## src/rtl/ps2_host_tx.sv

```systemverilog
// Host-to-device PS/2 transmitter: request-to-send, frame shift on device clock
// falls, ACK check and overall timeout. Drives the pins via open-drain enables.
module ps2_host_tx #(
   parameter int INHIBIT_CYCLES = 5000,
   parameter int TIMEOUT_CYCLES = 750000
) (
   input  logic       iCLK,
   input  logic       iRST,
   input  logic       iSend,
   input  logic [7:0] iData,
   input  logic       iPS2_clk,
   input  logic       iPS2_data,
   output logic       oPS2_clk_oe,
   output logic       oPS2_data_oe,
   output logic       oBusy,
   output logic       oDone,
   output logic       oError
);

   localparam logic [2:0] S_IDLE      = 3'd0;
   localparam logic [2:0] S_INHIBIT   = 3'd1;
   localparam logic [2:0] S_START     = 3'd2;
   localparam logic [2:0] S_SEND      = 3'd3;
   localparam logic [2:0] S_ACK       = 3'd4;
   localparam logic [2:0] S_WAIT_IDLE = 3'd5;

   localparam int INH_W = $clog2(INHIBIT_CYCLES + 1);
   localparam int TMO_W = $clog2(TIMEOUT_CYCLES + 1);
   localparam logic [INH_W-1:0] INH_LAST = INH_W'(INHIBIT_CYCLES - 1);
   localparam logic [TMO_W-1:0] TMO_LAST = TMO_W'(TIMEOUT_CYCLES - 1);

   logic             r_clk_meta, r_clk_sync, r_clk_prev;
   logic             r_data_meta, r_data_sync;
   logic [2:0]       r_state;
   logic [INH_W-1:0] r_inh_cnt;
   logic [TMO_W-1:0] r_tmo;
   logic [3:0]       r_bit_cnt;
   logic [7:0]       r_shift;
   logic             r_parity;
   logic             r_clk_oe, r_data_oe, r_busy, r_done, r_error;

   logic w_fall;
   logic w_timeout;

   assign w_fall    = r_clk_prev & ~r_clk_sync;
   assign w_timeout = (r_state != S_IDLE) && (r_tmo == TMO_LAST);

   // Pins are asynchronous to iCLK; two flops before any decision is taken.
   always_ff @(posedge iCLK) begin
      if (iRST) begin
         r_clk_meta  <= 1'b0;
         r_clk_sync  <= 1'b0;
         r_clk_prev  <= 1'b0;
         r_data_meta <= 1'b0;
         r_data_sync <= 1'b0;
      end else begin
         r_clk_meta  <= iPS2_clk;
         r_clk_sync  <= r_clk_meta;
         r_clk_prev  <= r_clk_sync;
         r_data_meta <= iPS2_data;
         r_data_sync <= r_data_meta;
      end
   end

   // NOTE: all state uses <= so every branch reads pre-edge values; later
   // assignments in the same block deliberately override earlier defaults.
   always_ff @(posedge iCLK) begin
      if (iRST) begin
         r_state   <= S_IDLE;
         r_inh_cnt <= '0;
         r_tmo     <= '0;
         r_bit_cnt <= '0;
         r_shift   <= '0;
         r_parity  <= 1'b0;
         r_clk_oe  <= 1'b0;
         r_data_oe <= 1'b0;
         r_busy    <= 1'b0;
         r_done    <= 1'b0;
         r_error   <= 1'b0;
      end else begin
         r_done  <= 1'b0;
         r_error <= 1'b0;
         if (r_state != S_IDLE) r_tmo <= r_tmo + 1'b1;

         if (w_timeout) begin
            r_state   <= S_IDLE;
            r_clk_oe  <= 1'b0;
            r_data_oe <= 1'b0;
            r_busy    <= 1'b0;
            r_error   <= 1'b1;
         end else begin
            case (r_state)
               S_IDLE: begin
                  if (iSend) begin
                     r_shift   <= iData;
                     r_parity  <= ~^iData;
                     r_tmo     <= '0;
                     r_inh_cnt <= '0;
                     r_busy    <= 1'b1;
                     r_clk_oe  <= 1'b1;
                     r_data_oe <= 1'b0;
                     r_state   <= S_INHIBIT;
                  end
               end
               S_INHIBIT: begin
                  if (r_inh_cnt == INH_LAST) begin
                     r_data_oe <= 1'b1;
                     r_state   <= S_START;
                  end else begin
                     r_inh_cnt <= r_inh_cnt + 1'b1;
                  end
               end
               S_START: begin
                  r_clk_oe  <= 1'b0;
                  r_bit_cnt <= '0;
                  r_state   <= S_SEND;
               end
               S_SEND: begin
                  // Count n is the post-increment value: 1..8 data, 9 parity, 10 stop.
                  if (w_fall) begin
                     r_bit_cnt <= r_bit_cnt + 1'b1;
                     if (r_bit_cnt < 4'd8) begin
                        r_data_oe <= ~r_shift[0];
                        r_shift   <= r_shift >> 1;
                     end else if (r_bit_cnt == 4'd8) begin
                        r_data_oe <= ~r_parity;
                     end else begin
                        r_data_oe <= 1'b0;
                        r_state   <= S_ACK;
                     end
                  end
               end
               S_ACK: begin
                  if (w_fall) begin
                     if (r_data_sync) begin
                        r_error <= 1'b1;
                        r_busy  <= 1'b0;
                        r_state <= S_IDLE;
                     end else begin
                        r_state <= S_WAIT_IDLE;
                     end
                  end
               end
               S_WAIT_IDLE: begin
                  if (r_clk_sync && r_data_sync) begin
                     r_done  <= 1'b1;
                     r_busy  <= 1'b0;
                     r_state <= S_IDLE;
                  end
               end
               default: begin
                  r_state   <= S_IDLE;
                  r_clk_oe  <= 1'b0;
                  r_data_oe <= 1'b0;
                  r_busy    <= 1'b0;
               end
            endcase
         end
      end
   end

   assign oPS2_clk_oe  = r_clk_oe;
   assign oPS2_data_oe = r_data_oe;
   assign oBusy        = r_busy;
   assign oDone        = r_done;
   assign oError       = r_error;

endmodule

```

## config.mk

```make
export PLATFORM = sky130hd
export DESIGN_NAME = ps2_host_tx
export DESIGN_NICKNAME = d
export VERILOG_FILES = /design/src/rtl/ps2_host_tx.sv
export SDC_FILE = /design/constraint.sdc
export NUM_CORES = 1
export LEC_CHECK = 0
export ABC_AREA = 1
export ABC_CLOCK_PERIOD_IN_PS = 1700
export CORE_AREA = 4 4 79 110
export DETAILED_ROUTE_END_ITERATION = 10
export DIE_AREA = 0 0 83 114
export GPL_ROUTABILITY_DRIVEN = 0
export HOLD_SLACK_MARGIN = 0.08
export PLACE_DENSITY = 0.61
export SYNTH_ARGS = -nofsm -noshare
export SYNTH_HDL_FRONTEND = slang
export SYNTH_SLANG_ARGS = --single-unit
```

## constraint.sdc

```tcl
create_clock -name iCLK -period 1.7 [get_ports iCLK]
set_clock_uncertainty 0.15 [all_clocks]
set_input_delay 0.255 -clock iCLK [delete_from_list [all_inputs] [get_ports iCLK]]
set_output_delay 0.255 -clock iCLK [all_outputs]
set_load 0.01 [all_outputs]
```

### Word-level counts from Yosys, hierarchy flattened

Cells that the tools add are included.

* register bits after elaboration: 59
* input port bits: 13
* output and inout port bits: 5

* $add $sub $neg: 3
* magnitude comparators: 1
* equality and inequality tests: 18
* mux-type cells: 39
* bitwise operators: 9
* reduce and logical (&&, ||, !) cells: 21

Operators by type and width (number)
* 20-bit 2-to-1 mux: 4
* 13-bit 2-to-1 mux: 2
* 13-bit one-hot mux with 2 select lines: 1
* 3-bit 2-to-1 mux: 8
* 8-bit 2-to-1 mux: 3
* 20-bit by 1-bit adder with 20-bit output, second input constant: 1
* 20-bit == test, second input constant: 1
* 2-bit != test, second input constant: 10
* 3-bit one-hot mux with 6 select lines: 1
* 8-bit one-hot mux with 2 select lines: 1
* 1-bit 2-to-1 mux: 14
* 13-bit by 1-bit adder with 13-bit output, second input constant: 1
* 13-bit == test, second input constant: 1
* 5-bit AND reduction: 2
* 3-bit OR reduction: 3
* 1-bit NOT: 8
* 1-bit one-hot mux with 4 select lines: 2
* 4-bit one-hot mux with 2 select lines: 1
* 4-bit AND reduction: 2
* 8-bit XNOR reduction: 1
* 7-bit AND reduction: 1
* 3-bit by 2-bit == test with 1-bit output, second input constant: 2
* 3-bit == test, second input constant: 2
* 3-bit AND reduction: 2
* 14 further kinds: 17

### Longest topological paths before layout

Gate-level depths: netlist (run 1).

* depth after elaboration: 5
* mapped depth: 11
* depth with buffers taken out: 10

### Least setup slack after synthesis (run 1)

OpenSTA, ideal clock, no wires.

* path kind: flip-flop to flip-flop
* from: register r_inh_cnt[0]
* to: register r_inh_cnt[12]
* setup time: 0.128 ns
* data arrival time: 1.430 ns
* required time: 1.422 ns
* slack: -0.008 ns
* stages on the path, launching flop included: 12
* clock period less this slack: 1.708 ns
* cells stage by stage: dfxtp_1 ha_1 nand2_1 nor2_1 nand3_1 nand2_2 nand2_4 nand2_4 buf_6 nor2_1 nor2_1 nor2_1

* cells in the longest elaborated chain, start to end: 3

RTL lines
* start, declared: RTL line 35 `logic [INH_W-1:0] r_inh_cnt;`
* start signal, assigned: RTL line 110 `r_inh_cnt <= r_inh_cnt + 1'b1;`
* 13-bit by 1-bit adder with 13-bit output or 13-bit == test (tied branches): RTL line 110, 106
* 13-bit 2-to-1 mux or 2-bit != test (tied branches)
* 13-bit one-hot mux with 2 select lines or 4-bit AND reduction (tied branches)

Parallel ways exist; a longest one is shown, timed or not. The select of a mux whose other input is x is not followed.
A chain may end at the register's enable or synchronous reset.

### Worst setup path in the final report (run 1)

* from: register r_tmo[1]
* to: register r_tmo[10]

* cells in the longest elaborated chain, start to end: 5

RTL lines
* start, declared: RTL line 36 `logic [TMO_W-1:0] r_tmo;`
* start signal, assigned: RTL line 83 `if (r_state != S_IDLE) r_tmo <= r_tmo + 1'b1;`
* 20-bit by 1-bit adder with 20-bit output: RTL line 83
* 20-bit 2-to-1 mux: RTL line 83
* 20-bit 2-to-1 mux: RTL line 94 `if (iSend) begin`
* 20-bit 2-to-1 mux: RTL line 92 `case (r_state)`
* 20-bit 2-to-1 mux (*): RTL line 85 `if (w_timeout) begin`

Mark *: on every way between the ends. The rest lies on a longest branch, timed or not.

==> results.sh, run 1 <==
export IMPL_sw_frac_of_total_pct=40.78
export IMPL_synth_top_area_share_pct=35.05
export IMPL_pwr_share_comb_pct=48.0
export IMPL_numClockSinks=59
export IMPL_drt_iter0_drc=206
export IMPL_cp_max_fo=6
export IMPL_drc_errors=0
export IMPL_crit_arrival_ns=1.83
export IMPL_cp_required_ns=1.79
export IMPL_synth_flop_cell="dfxtp_1"
export IMPL_viasPerCell=5.022
export IMPL_cp_top_family="simple AND/OR/NAND/NOR gates"
export IMPL_io_buffers=17
export IMPL_pwr_share_clk_pct=20.2
export IMPL_clk_pin_slew_ns=0.07
export IMPL_synth_top_cell_by_area="dfxtp_1"
export IMPL_switchingPower_uw=2189
export IMPL_rr_startpoint="r_tmo[1]"
export IMPL_grt_ovfl_total=0
export IMPL_finalCriticalPeriod_ns=1.732
export IMPL_power_frac_seq_pct=31.8
export IMPL_wl_per_cell_um=13.02
export IMPL_cts_tree="done"
export IMPL_vias=3581
export IMPL_hold_path_class="reg2reg"
export IMPL_synthTopCellsByArea="dfxtp_1, nand2_1, nor2_1, inv_1, nand3_1"
export IMPL_intPower_uw=3179
export IMPL_clock_path_buffers=2
export IMPL_rsz0062_at_grt="true"
export IMPL_critPathMaxStageDelay_ns=0.36
export IMPL_worstRegToRegCells=10
export IMPL_die_y_um=114
export IMPL_antenna_cells=0
export IMPL_stdcell_count=713
export IMPL_pre_cts_ws_ns=-0.1680
export IMPL_critPathKind="reg2reg"
export IMPL_synth_edf_count=0
export IMPL_power_density_mw_per_mm2=1114
export IMPL_tightest_slew_ns=0.3164
export IMPL_layout_drive_gt1_share_pct=31.00
export IMPL_cts_buffers_inserted=9
export IMPL_min_to="r_data_sync"
export IMPL_synthArstFlopShare_pct=0
export IMPL_synth_nets=537
export IMPL_min_path_cells=2
export IMPL_slew_viol_final=0
export IMPL_dp_cells=677
export IMPL_grt_max_degree=22
export IMPL_start_kind="flop"
export IMPL_r2r_slack_ns=-0.03
export IMPL_critPathBufInv=3
export IMPL_leakage_uw=0.002018
export IMPL_period_share_pct=101.9
export IMPL_r2r_end="r_tmo[10]"
export IMPL_track_usage_pct=19.65
export IMPL_fmax_mhz=577.3
export IMPL_grt_pass1_wl_um=15120
export IMPL_status="finished, violations left"
export IMPL_hold_violations=0
export IMPL_area_growth_pct=43.04
export IMPL_ys_seq_elements=59
export IMPL_netlist_instances=520
export IMPL_design_die_area_mm2=0.009462
export IMPL_avgSynthCellArea_um2=6.480
export IMPL_seq_area_frac_synth_pct=35.05
export IMPL_core_area_mm2=0.007702
export IMPL_slowest_stage="dfxtp_4"
export IMPL_antenna_left=0
export IMPL_dpl_hpwl_um=6304
export IMPL_fin_nets=625
export IMPL_path_cells="ha_4, nand2_4, buf_6, nor2_4, nand2_2, nor3_4, buf_4, nand3_2, nand2_1, inv_1"
export IMPL_ios=18
export IMPL_violations="negative setup slack"
export IMPL_h_tree_depth=3
export IMPL_slew_limit_headroom_pct=78.83
export IMPL_dr_pass1_iters=5
export IMPL_setup_viol=4
export IMPL_antenna_found_initial=0
export IMPL_clock_latency_ns=0.35
export IMPL_worst_slack_ns=-0.03234
export IMPL_synthesis_area_mm2=0.003369
export IMPL_yosys_warnings=0
export IMPL_drv_cap=0
export IMPL_root_buffer="clkbuf_8"
export IMPL_grt_pass1_vias=3413
export IMPL_end_kind="flop"
export IMPL_synthDistinctLibCells=35
export IMPL_ctsHoldBuffers=0
export IMPL_dieWidth_um=83
export IMPL_irDropWorstVdd_v=0.0006248
export IMPL_wirelength_um=9282
export IMPL_hold_path_startpoint="r_data_meta"
export IMPL_fillers=699
export IMPL_initial_core_util_pct=43.75
export IMPL_rows=38
[worst min-delay path, cell delays in order (launching register included)]
cell     delay (ns)
dfxtp_1        0.29
inv_1          0.04
nor2_1         0.03
[stage by stage]
step	instance area, um2	utilization, %	hold slack [ns]	total power [uW]	setup TNS (ns)
floorplan	3372	-	0.2120	3003	0
global placement	4004	51.98	0.2409	3656	-0.7464
detailed placement	4004	51.98	0.2431	3669	-2.751
CTS	4324	56.14	0.2511	4822	-0.03160
global route	4820	62.57	0.2798	5777	-2.702
finish	4820	62.57	0.2500	5369	-0.04717
[Yosys cell counts (2+ instances only)]
cell type and number:
xnor2_1 7, buf_6 4, nand2_4 3, nand2_2 5, buf_2 3, nand2_1 138
nand3_1 41, inv_2 4, inv_1 56, xor2_1 5, a211oi_1 2, nand3_4 2
o21ai_0 19, nor2_2 3, a21oi_1 36, dfxtp_1 59, nand4_1 16, nor2_4 2
nor4_1 2, clkbuf_1 5, nor3_1 4, ha_1 4, nor2_1 88
[timing repair]
item                                    in CTS  in global routing
endpoints found under the setup margin      39                 47
endpoints found under the hold margin        0                  0
buffers inserted                             6                 12
pin swaps                                    5                 50
cloned                                       1                  3
gates resized for setup                     25                104
[cell families after synthesis]
kind of cell | count (synthesis) | synth area share [%]
compound gates | 63 | 10.29
flops | 59 | 35.05
buf+inv | 73 | 9.246
simple gates | 309 | 40.81
xor+xnor | 12 | 3.119
fa+ha+maj | 4 | 1.485
[registers in the layout, indices dropped and copies added (netlist names), 3 cells and up]
register	flops
r_tmo	20
r_inh_cnt	13
r_shift	8
r_bit_cnt	4
r_state	3
[layer usage]
| metal | track usage, % | wire (um) |
|---|---|---|
| met1 | 22.46 | 3907 |
| met2 | 34.74 | 4818 |
| met3 | 3.540 | 243 |
| met4 | 10.36 | 313 |
| met5 | 0 | 0 |
[area by class of cell]
cell class | instances | area, um2 | area share (%)
clock buffers | 13 | 138.9 | 2.882
clock inverters | 3 | 15.01 | 0.3115
inverters | 60 | 231.5 | 4.803
multi-input cells | 390 | 2272 | 47.14
flip-flops and latches | 59 | 1201 | 24.92
well taps | 100 | 125.1 | 2.596
repair buffers | 88 | 835.8 | 17.34
[cell usage in the layout, fill, tap and decap left out, types with 9 or more instances in the layout]
cell and n:
nand2_1 115, nor2_1 72, buf_4 55, inv_1 51
dfxtp_1 47, nand3_1 31, a21oi_1 25, nand2_2 20
clkdlybuf4s50_1 17, nand4_1 16, o21ai_0 13, nor2_2 12
a21oi_2 10, dfxtp_2 10, nor2_4 9, nand2_4 9
clkbuf_8 9
[power groups by stage]
stage / Sequential (uW) / Combinational, uW / Clock (uW)
2_1_floorplan: 1710 / 1290 / 0
3_3_place_gp: 1690 / 1960 / 0
3_5_place_dp: 1700 / 1970 / 0
4_1_cts: 1690 / 2030 / 1110
5_1_grt: 1730 / 2880 / 1170
6_report: 1710 / 2580 / 1080
[worst max path at each step]
stage	from	end	cells after the start
after floorplan	r_inh_cnt[0]	r_inh_cnt[12]	11
after global placement	iSend	r_state[0]	8
after detailed placement	r_tmo[0]	r_inh_cnt[11]	10
final	r_tmo[1]	r_tmo[10]	10
after global routing	r_tmo[1]	r_tmo[10]	10
after CTS	r_tmo[0]	r_tmo[14]	10
No activity file was read; power rests on OpenSTA's default activity.
==> run 2, diff against run 1 <==
--- a/config.mk
+++ b/config.mk
@@ -8,6 +8,7 @@
 export ABC_AREA = 1
 export ABC_CLOCK_PERIOD_IN_PS = 1700
 export CORE_AREA = 4 4 79 110
+export CTS_CLUSTER_SIZE = 12
 export DETAILED_ROUTE_END_ITERATION = 10
 export DIE_AREA = 0 0 83 114
 export GPL_ROUTABILITY_DRIVEN = 0
==> results of run 2 <==
Same layout as run 1: the final DEF is identical, and so are final timing and power.
